<file path="src/rtl/uart_note_scheduler.sv">
// uart_note_scheduler
// Shares one byte-wide UART transmitter among NUM_SRC note sources. Each source
// posts a note into its own buffer. Pending sources are granted round-robin, and
// each grant sends a two-byte frame {HDR_NIBBLE, id} then {note} over a
// start/busy handshake with the transmitter.
module uart_note_scheduler #(
  parameter int         NUM_SRC     = 4,
  parameter logic [3:0] HDR_NIBBLE  = 4'hA,
  parameter int         ACK_TIMEOUT = 64
) (
  input  logic                   clk,
  input  logic                   rst,
  input  logic [NUM_SRC-1:0]     i_src_valid,
  input  logic [8*NUM_SRC-1:0]   i_src_note,
  input  logic                   i_utx_busy,
  output logic                   o_utx_start,
  output logic [7:0]             o_utx_data,
  output logic [3:0]             o_grant_id,
  output logic                   o_frame_active,
  output logic                   o_frame_done,
  output logic [NUM_SRC-1:0]     o_pending,
  output logic [7:0]             o_overrun_cnt,
  output logic                   o_timeout_err
);

  typedef enum logic [3:0] {
    S_IDLE, S_HDR_START, S_HDR_ACK, S_HDR_WAIT,
    S_DAT_START, S_DAT_ACK, S_DAT_WAIT, S_DONE, S_ABORT
  } state_t;

  state_t r_state;
  state_t w_state_next;

  logic [NUM_SRC-1:0] r_pending;
  logic [7:0]         r_note_buf [16];
  logic [7:0]         r_frame_note;
  logic [3:0]         r_grant_id;
  logic [3:0]         r_rr_ptr;
  logic [7:0]         r_ovr_cnt;
  logic [6:0]         r_to_cnt;
  logic               r_timeout_err;

  logic [15:0]        w_pend_ext;
  logic               w_found;
  logic [3:0]         w_gnt;
  logic [4:0]         w_idx;
  logic               w_grant_fire;
  logic               w_to_fire;
  logic [NUM_SRC-1:0] w_clr;
  logic [NUM_SRC-1:0] w_ovr_hit;
  logic [NUM_SRC-1:0] w_pend_next;
  logic [4:0]         w_ovr_num;
  logic [8:0]         w_ovr_sum;
  logic [7:0]         w_ovr_next;
  logic [7:0]         w_hdr_byte;

  // Widen the pending vector so a 4-bit id can index it for any NUM_SRC.
  assign w_pend_ext = 16'(r_pending);
  assign w_hdr_byte = {HDR_NIBBLE, r_grant_id};

  // Per-source flag update: a new note always sets pending, even while that
  // source is being granted, so the newer note is never lost.
  for (genvar gi = 0; gi < NUM_SRC; gi++) begin : g_src
    assign w_clr[gi]       = w_grant_fire && (w_gnt == 4'(gi));
    assign w_ovr_hit[gi]   = i_src_valid[gi] && r_pending[gi] && !w_clr[gi];
    assign w_pend_next[gi] = i_src_valid[gi] | (r_pending[gi] & ~w_clr[gi]);
  end

  // Round-robin search: first pending source at or after r_rr_ptr, wrapping.
  always_comb begin
    w_found = 1'b0;
    w_gnt   = '0;
    w_idx   = '0;
    for (int k = NUM_SRC - 1; k >= 0; k--) begin
      w_idx = {1'b0, r_rr_ptr} + 5'(k);
      if (w_idx >= 5'(NUM_SRC)) begin
        w_idx = w_idx - 5'(NUM_SRC);
      end
      if (w_pend_ext[w_idx[3:0]]) begin
        w_found = 1'b1;
        w_gnt   = w_idx[3:0];
      end
    end
  end

  // Count overwritten notes this cycle and add them with saturation at 255.
  always_comb begin
    w_ovr_num = '0;
    for (int i = 0; i < NUM_SRC; i++) begin
      w_ovr_num = w_ovr_num + 5'(w_ovr_hit[i]);
    end
    w_ovr_sum  = {1'b0, r_ovr_cnt} + 9'(w_ovr_num);
    w_ovr_next = (w_ovr_sum > 9'd255) ? 8'hFF : w_ovr_sum[7:0];
  end

  // FSM state register.
  always_ff @(posedge clk or posedge rst) begin
    if (rst) begin
      r_state <= S_IDLE;
    end else begin
      r_state <= w_state_next;
    end
  end

  // FSM next state and handshake outputs, decoded from the current state.
  always_comb begin
    w_state_next   = r_state;
    o_utx_start    = 1'b0;
    o_utx_data     = 8'h00;
    o_frame_active = 1'b0;
    o_frame_done   = 1'b0;
    w_grant_fire   = 1'b0;
    w_to_fire      = 1'b0;
    case (r_state)
      S_IDLE: begin
        if (w_found) begin
          w_grant_fire = 1'b1;
          w_state_next = S_HDR_START;
        end
      end
      S_HDR_START: begin
        o_utx_start    = 1'b1;
        o_utx_data     = w_hdr_byte;
        o_frame_active = 1'b1;
        w_state_next   = S_HDR_ACK;
      end
      S_HDR_ACK: begin
        o_utx_data     = w_hdr_byte;
        o_frame_active = 1'b1;
        if (i_utx_busy) begin
          w_state_next = S_HDR_WAIT;
        end else if (r_to_cnt == 7'(ACK_TIMEOUT - 1)) begin
          w_to_fire    = 1'b1;
          w_state_next = S_ABORT;
        end
      end
      S_HDR_WAIT: begin
        o_utx_data     = w_hdr_byte;
        o_frame_active = 1'b1;
        if (!i_utx_busy) begin
          w_state_next = S_DAT_START;
        end
      end
      S_DAT_START: begin
        o_utx_start    = 1'b1;
        o_utx_data     = r_frame_note;
        o_frame_active = 1'b1;
        w_state_next   = S_DAT_ACK;
      end
      S_DAT_ACK: begin
        o_utx_data     = r_frame_note;
        o_frame_active = 1'b1;
        if (i_utx_busy) begin
          w_state_next = S_DAT_WAIT;
        end else if (r_to_cnt == 7'(ACK_TIMEOUT - 1)) begin
          w_to_fire    = 1'b1;
          w_state_next = S_ABORT;
        end
      end
      S_DAT_WAIT: begin
        o_utx_data     = r_frame_note;
        o_frame_active = 1'b1;
        if (!i_utx_busy) begin
          w_state_next = S_DONE;
        end
      end
      S_DONE: begin
        o_frame_done = 1'b1;
        w_state_next = S_IDLE;
      end
      S_ABORT: begin
        w_state_next = S_IDLE;
      end
      default: begin
        w_state_next = S_IDLE;
      end
    endcase
  end

  // Note capture, grant bookkeeping, ack timeout counter and status flags.
  always_ff @(posedge clk or posedge rst) begin
    if (rst) begin
      r_pending     <= '0;
      r_frame_note  <= '0;
      r_grant_id    <= '0;
      r_rr_ptr      <= '0;
      r_ovr_cnt     <= '0;
      r_to_cnt      <= '0;
      r_timeout_err <= 1'b0;
      for (int i = 0; i < 16; i++) begin
        r_note_buf[i] <= '0;
      end
    end else begin
      r_pending <= w_pend_next;
      r_ovr_cnt <= w_ovr_next;
      for (int i = 0; i < NUM_SRC; i++) begin
        if (i_src_valid[i]) begin
          r_note_buf[i] <= i_src_note[8*i +: 8];
        end
      end
      // The frame takes the buffered note before any same-cycle overwrite.
      if (w_grant_fire) begin
        r_frame_note <= r_note_buf[w_gnt];
        r_grant_id   <= w_gnt;
        r_rr_ptr     <= (w_gnt == 4'(NUM_SRC - 1)) ? 4'd0 : w_gnt + 4'd1;
      end
      if (o_utx_start) begin
        r_to_cnt <= '0;
      end else if (r_state == S_HDR_ACK || r_state == S_DAT_ACK) begin
        r_to_cnt <= r_to_cnt + 7'd1;
      end
      if (w_to_fire) begin
        r_timeout_err <= 1'b1;
      end
    end
  end

  assign o_grant_id    = r_grant_id;
  assign o_pending     = r_pending;
  assign o_overrun_cnt = r_ovr_cnt;
  assign o_timeout_err = r_timeout_err;

endmodule

</file>
<file path="config.mk">
export PLATFORM = sky130hd
export DESIGN_NAME = uart_note_scheduler
export DESIGN_NICKNAME = d
export VERILOG_FILES = /design/src/rtl/uart_note_scheduler.sv
export SDC_FILE = /design/constraint.sdc
export NUM_CORES = 1
export LEC_CHECK = 0
export BUFFER_PORTS_ARGS = -buffer_cell sky130_fd_sc_hd__buf_2
export CORE_UTILIZATION = 54
export CTS_BUF_LIST = sky130_fd_sc_hd__clkbuf_4 sky130_fd_sc_hd__clkbuf_8
export DETAILED_ROUTE_END_ITERATION = 10
export GPL_ROUTABILITY_DRIVEN = 0
export MAX_ROUTING_LAYER = met4
export PLACE_DENSITY = 0.88
export SLEW_MARGIN = 20
export SYNTH_ARGS = -nofsm -noshare
export SYNTH_HDL_FRONTEND = slang
export SYNTH_SLANG_ARGS = --single-unit
</file>
<file path="constraint.sdc">
create_clock -name clk -period 5.7 [get_ports clk]
set_input_delay 0.285 -clock clk [delete_from_list [all_inputs] [get_ports clk]]
set_output_delay 0.285 -clock clk [all_outputs]
set_load 0.005 [all_outputs]
</file>
* Word-level counts from Yosys, hierarchy flattened
Cells that the tools add are included.
** Storage, ports and cells
- Register bits after elaboration :: 72
- Memories kept :: 0
- Word-level logic and storage cells :: 131
- RAM bits :: 0
- Bits of input ports :: 39
- Output and inout bits :: 28
- Bits in latches :: 0
- ROM bits :: 0
** Cells by class
- Eq/ne operators :: 14
- Mux-type cells :: 43
- Shifts and indexed selects :: 0
- Magnitude comparators :: 10
- $add $sub $neg :: 13
- Multiply operators :: 0
- Reductions and logical operators :: 26
- Divide/modulo/power cells :: 0
- Bitwise logic cells :: 13
** Operators by type and width (count)
- $mux W4 :: 15
- $bmux W8 S4 :: 1
- $pmux W4 S7 :: 1
- $mux W8 :: 3
- $lt A4 B5 Y1 const B :: 4
- $bmux W1 S4 :: 4
- $eq A4 B2 Y1 const B :: 4
- $eq A4 B3 Y1 const B :: 4
- $mux W1 :: 16
- $pmux W8 S2 :: 1
- $sub A4 B3 Y4 const B :: 4
- $ge A5 B3 Y1 const B :: 3
- $mux W7 :: 2
- $logic_and A1 B1 Y1 :: 12
- $add A4 B2 Y5 const B :: 2
- $add A8 B4 Y9 :: 1
- $gt A9 B8 Y1 const B :: 1
- $eq A4 B1 Y1 const B :: 2
- $logic_not A4 Y1 :: 2
- $add A7 B1 Y7 const B :: 1
- $eq A7 B6 Y1 const B :: 1
- $ne A2 B2 Y1 const B :: 3
- $reduce_or A3 Y1 :: 2
- $reduce_or A6 Y1 :: 1
- 16 further kinds :: 29

* Depth between registers and ports, before layout
- Depth after elaboration :: 20
- Mapped depth :: 27
- Depth with buffers taken out :: 22

* Worst setup path after synthesis
No wires, ideal clock.
- Path kind :: register -> register
- From :: reg r_rr_ptr[0]
- To :: reg r_ovr_cnt[3], in the netlist o_overrun_cnt[3]
- Clock period less this slack :: 5.535 ns
- Arrival time :: 5.401 ns
- Stages on the path, launching flop included :: 28
- Setup slack :: 0.165 ns
- Data required time :: 5.566 ns
- Path buffers :: 5
- Library setup time :: 0.134 ns
- Cells stage by stage :: dfrtp_1 > buf_6 > clkbuf_1 > inv_1 > clkbuf_1 > ha_1 > xor2_1 > inv_1 > ha_1 > a2bb2oi_1 > o2bb2ai_1 > o211ai_2 > or4_4 > a21oi_4 > or2_4 > buf_8 > buf_8 > inv_2 > ha_1 > a21boi_1 > nand2_1 > fa_1 > fa_1 > inv_1 > fa_1 > and2_1 > nand3_1 > o21ai_0
** Between the ends
- Elaborated cells on any way between the ends :: 55
- Classes of those cells :: 11 x add/sub; 5 x order compare; 3 x eq/ne; 23 x mux; 13 x reduce/logical
** RTL lines
- start, declared :: RTL line 38 : logic [3:0] r_rr_ptr;
- start signal, assigned :: RTL line 205 : r_rr_ptr <= (w_gnt == 4'(NUM_SRC - 1)) ? 4'd0 : w_gnt + 4'd1;
- $add A4 B2 Y5 :: RTL line 75 : w_idx = {1'b0, r_rr_ptr} + 5'(k);
- $sub A4 B3 Y4 / $ge A5 B3 Y1 (equally long branches) :: RTL line 77, 76
- $mux W4 :: RTL line 76 : if (w_idx >= 5'(NUM_SRC)) begin
- $bmux W1 S4 :: RTL line 79 : if (w_pend_ext[w_idx[3:0]]) begin
- $mux W1 (not written as such) :: RTL line 79
- $mux W4 (3 in a row) :: RTL line 79
- $mux W4 * :: RTL line 79
- via w_gnt[1] :: RTL line 45 : logic [3:0] w_gnt;
- [... 3 more ...]
- $logic_and A1 B1 Y1 :: RTL line 65 : assign w_ovr_hit[gi] = i_src_valid[gi] && r_pending[gi] && !w_clr[gi];
- $add A1 B1 Y2 :: RTL line 90 : w_ovr_num = w_ovr_num + 5'(w_ovr_hit[i]);
- $add A2 B1 Y3 :: RTL line 90
- $add A3 B1 Y4 * :: RTL line 90
- $add A8 B4 Y9 * :: RTL line 92 : w_ovr_sum = {1'b0, r_ovr_cnt} + 9'(w_ovr_num);
- $gt A9 B8 Y1 :: RTL line 93 : w_ovr_next = (w_ovr_sum > 9'd255) ? 8'hFF : w_ovr_sum[7:0];
- $mux W8 * :: RTL line 93
- via w_ovr_next[3] :: RTL line 54 : logic [7:0] w_ovr_next;
- end signal, assigned :: RTL line 195 : r_ovr_cnt <= w_ovr_next;
- end, declared :: RTL line 39 : logic [7:0] r_ovr_cnt;
The timed path passes the listed nets; every way through them passes the cells marked *. The select of a mux whose other input is x is not followed.
A chain may end at the register's enable or synchronous reset.

* Final worst setup path
- From :: reg r_rr_ptr[1]
- To :: reg r_ovr_cnt[3], in the netlist o_overrun_cnt[3]
** Between the ends
- Longest elaborated chain between the ends :: 20
- Elaborated cells on any way between the ends :: 55
- Classes of those cells :: 11 x add/sub; 5 x order compare; 3 x eq/ne; 23 x mux; 13 x reduce/logical
** Ends and longest elaborated chain
- $add A4 B2 Y5 :: RTL line 75
- $sub A4 B3 Y4 / $ge A5 B3 Y1 (equally long branches) :: RTL line 77, 76
- $mux W4 :: RTL line 76
- $bmux W1 S4 :: RTL line 79
- $mux W1 (not written as such) :: RTL line 79
- $mux W1 (4 in a row) :: RTL line 79
- $mux W1 :: RTL line 116 : if (w_found) begin
- $mux W1 :: RTL line 114 : case (r_state)
- [... 2 more ...]
- $logic_and A1 B1 Y1 :: RTL line 65
- $add A1 B1 Y2 :: RTL line 90
- $add A2 B1 Y3 :: RTL line 90
- $add A3 B1 Y4 * :: RTL line 90
- $add A8 B4 Y9 * :: RTL line 92
- $gt A9 B8 Y1 :: RTL line 93
- $mux W8 * :: RTL line 93
- via w_ovr_next[3] :: RTL line 54
Marked as above.

==> results.yml <==
synth:
  postSynthCellCount: 426
  synth_edf_count: 0
  ys_seq_elements: 72
  async_flop_share: 1.000
  ys_seq_area_frac: 0.4085
  synth.avg_cell_area_um2: 10.35
  yosys_most_used_dff: "dfrtp_1"
  syn_area_um2: 4410
  synth_cell_types: 71
  yosys_warnings: 96
  syn_nets: 484
critical_path:
  cp-end-kind: "flop"
  r2r-end: "o_overrun_cnt[3]$_DFF_PP0_"
  crit_end: "o_overrun_cnt[3]$_DFF_PP0_"
  start_kind: "flop"
  r2r_cells: 21
  rr_startpoint: "r_rr_ptr[1]$_DFFE_PP0P_"
  crit_arrival_ns: 5.56
  crit_type: "reg2reg"
  cp_max_fo: 8
  crit_path_start: "r_rr_ptr[1]$_DFFE_PP0P_"
  crit_required_ns: 5.97
  rrSetupSlack_ns: 0.41
run_status:
  status: "complete, no violations"
timing:
  finClkSkew_ns: 0.01494
  slew_headroom: 0.4142
  fin_ws_ns: 0.4089
  finalMaxSlewViolations: 0
  fin_setup_tns_ns: 0
  fmax_ghz: 0.1890
  setup_viol: 0
  fin_crit_sh: 0.9283
  hold_viol: 0
  grt_setup_unrepaired: "false"
  fin_crit_ns: 5.291
  holdWs_ns: 0.1506
  tightest_slew_ns: 0.8788
cells_and_area:
  layout-drive-gt1-share: 0.3165
  postLayoutCellArea_um2: 5006
  antennaDiodeCount: 0
  nFillCells: 583
  final_common_cell: "dfrtp_1"
  fin_cells: 598
  syn2layout_area_growth_pct: 13.50
  final_core_util: 0.6412
  final_cell_mix: "dfrtp_1 (70), buf_2 (66), mux2_2 (35)"
  nNetsFinal: 549
  multi_input_area_um2: 2440
  final-seq-area_um2: 1804
power:
  leakagePower_nw: 2.261
  swShare: 0.4447
  power.density_nw_per_um2: 493.6
  finalPower_mw: 2.471
  combPwrFrac: 0.527
  vdd_drop_max_v: 0.0002361
  pwr-share-clk: 0.151
  pwr-share-seq: 0.322
  p_int_mw: 1.372
  p_switching_mw: 1.099
routing:
  drt_iter0_drc: 359
  vias: 3657
  via_per_inst: 6.115
  route.final.wire_length_um: 10140
  drc: 0
  drtPass1Iterations: 5
  drtAntennaViolNets: 0
  wl_per_cell_um: 16.96
placement:
  dpl_cell_area_um2: 4806
  port_buffers: 66
  dpl.hpwl_um: 7447
  dp_cells: 580
  pre_cts_ws_ns: 0.1906
run:
  drv_cap: 0
clocking:
  cts_tree: "done"
  clockBufferDepth: 2
  clk_pin_slew_ns: 0.08
  numClockSinks: 72
  numCtsBuffers: 9
  postCtsHoldBufs: 0
  htree_levels: 3
  cts-root-buf: "clkbuf_8"
  clk_latency_ns: 0.36
grt:
  grt_pass1_vias: 3584
  grt_antenna_before_repair: 0
  grt_pass1_wl_um: 16770
  overflow: 0
  gr-usage-all-layers: 0.2588
  grt_max_degree: 73
die:
  std_cell_rows: 32
  die_h_um: 92.38
  num_io_pins: 67
  die_area_um2: 8533
  die_w_um: 92.38
  initial_core_util: 0.5649
  coreArea_um2: 7807
worst_hold_path:
  min_path_type: "in2reg"
==> power by group through the flow <==
stage | clock network (mW) | registers [mW] | logic, mW
CTS | 0.375 | 0.790 | 1.27
global route | 0.399 | 0.814 | 1.44
global placement | 0 | 0.791 | 1.21
detailed placement | 0 | 0.799 | 1.26
floorplan | 0 | 0.731 | 1.02
finish | 0.372 | 0.796 | 1.30
==> worst max-delay path, stage by stage (launching register included) <==
cell and delay (ns):
dfrtp_2 0.47, ha_2 0.26, a21bo_4 0.25, and2_1 0.15, ha_1 0.30, nor2b_1 0.07
a311oi_4 0.36, a211oi_2 0.09, or4_4 0.51, a21oi_4 0.24, or2_4 0.19, inv_2 0.04
ha_1 0.16, a21boi_1 0.18, nand2_1 0.11, fa_1 0.50, fa_1 0.42, inv_1 0.09
fa_1 0.27, and2_1 0.21, nand3_1 0.21, o21ai_0 0.14
==> final cells by class <==
cell class | instances | area share
inverter | 13 | 0.009748
timing repair buffer | 76 | 0.08098
tap | 102 | 0.02549
clock buffer | 10 | 0.02749
sequential | 72 | 0.3604
multi-input combinational | 319 | 0.4874
clock inverter | 6 | 0.008498
==> flip-flops by register name, summed over array words and instances (netlist names) <==
register	cells
o_overrun_cnt	8
r_to_cnt	7
o_grant_id	4
r_state	4
r_rr_ptr	4
r_note_buf	32
r_frame_note	8
o_timeout_err	1
o_pending	4
==> synthesized netlist by cell type, types with 3 or more instances <==
master	n	area [um^2]
o32ai_1	3	26.28
or2_2	4	25.02
fa_1	3	60.06
nor2_1	23	86.33
clkbuf_1	15	56.30
and3_1	5	31.28
xor2_1	7	61.31
nor2b_1	7	43.79
nand2_1	31	116.4
a21o_1	5	37.54
or3_1	4	25.02
ha_1	16	200.2
inv_2	3	11.26
nor3_1	4	20.02
o221ai_1	7	61.31
a2111oi_0	7	61.31
nand3_1	19	95.09
and2_1	4	25.02
xnor2_1	4	35.03
o21ai_0	25	125.1
nand4_1	3	18.77
nand2b_1	4	25.02
a31oi_1	9	56.30
mux2i_1	10	100.1
dfrtp_1	72	1802
inv_1	10	37.54
mux2_2	35	394.1
a21oi_1	27	135.1
nor3b_1	4	30.03
==> worst min-delay path by stage <==
stage,slack [ns],depth (start not counted),to,start
after floorplan,0.44,1,r_note_buf[100]$_DFFE_PP0P_,i_src_note[28]
after global placement,0.46,1,o_timeout_err$_DFFE_PP0P_,o_timeout_err$_DFFE_PP0P_
after detailed placement,0.46,1,o_timeout_err$_DFFE_PP0P_,o_timeout_err$_DFFE_PP0P_
after CTS,0.15,2,r_note_buf[96]$_DFFE_PP0P_,i_src_note[24]
after global routing,0.15,2,r_note_buf[96]$_DFFE_PP0P_,i_src_note[24]
final,0.15,2,r_note_buf[108]$_DFFE_PP0P_,i_src_note[20]
==> kinds of logic after synthesis <==
group,share of synthesized area
AOI/OAI and AO/OA,0.1892
xor gates and xnor gates,0.02184
adders and majority gates,0.06128
buffers and inverters,0.03886
DFF,0.4085
muxes,0.1274
and+or+nand+nor,0.1529
==> routing by layer <==
metal	wire, um	GRT usage
met1	4182	0.3178
met5	0	-
met2	5087	0.4167
met3	493	0.04105
met4	377	0.1289
==> repair_timing <==
action                                  CTS  global route
resized for setup                         0             4
endpoints found under the setup margin    0             7
buffers inserted                          0             2
Power figures use the tool's default switching activity.
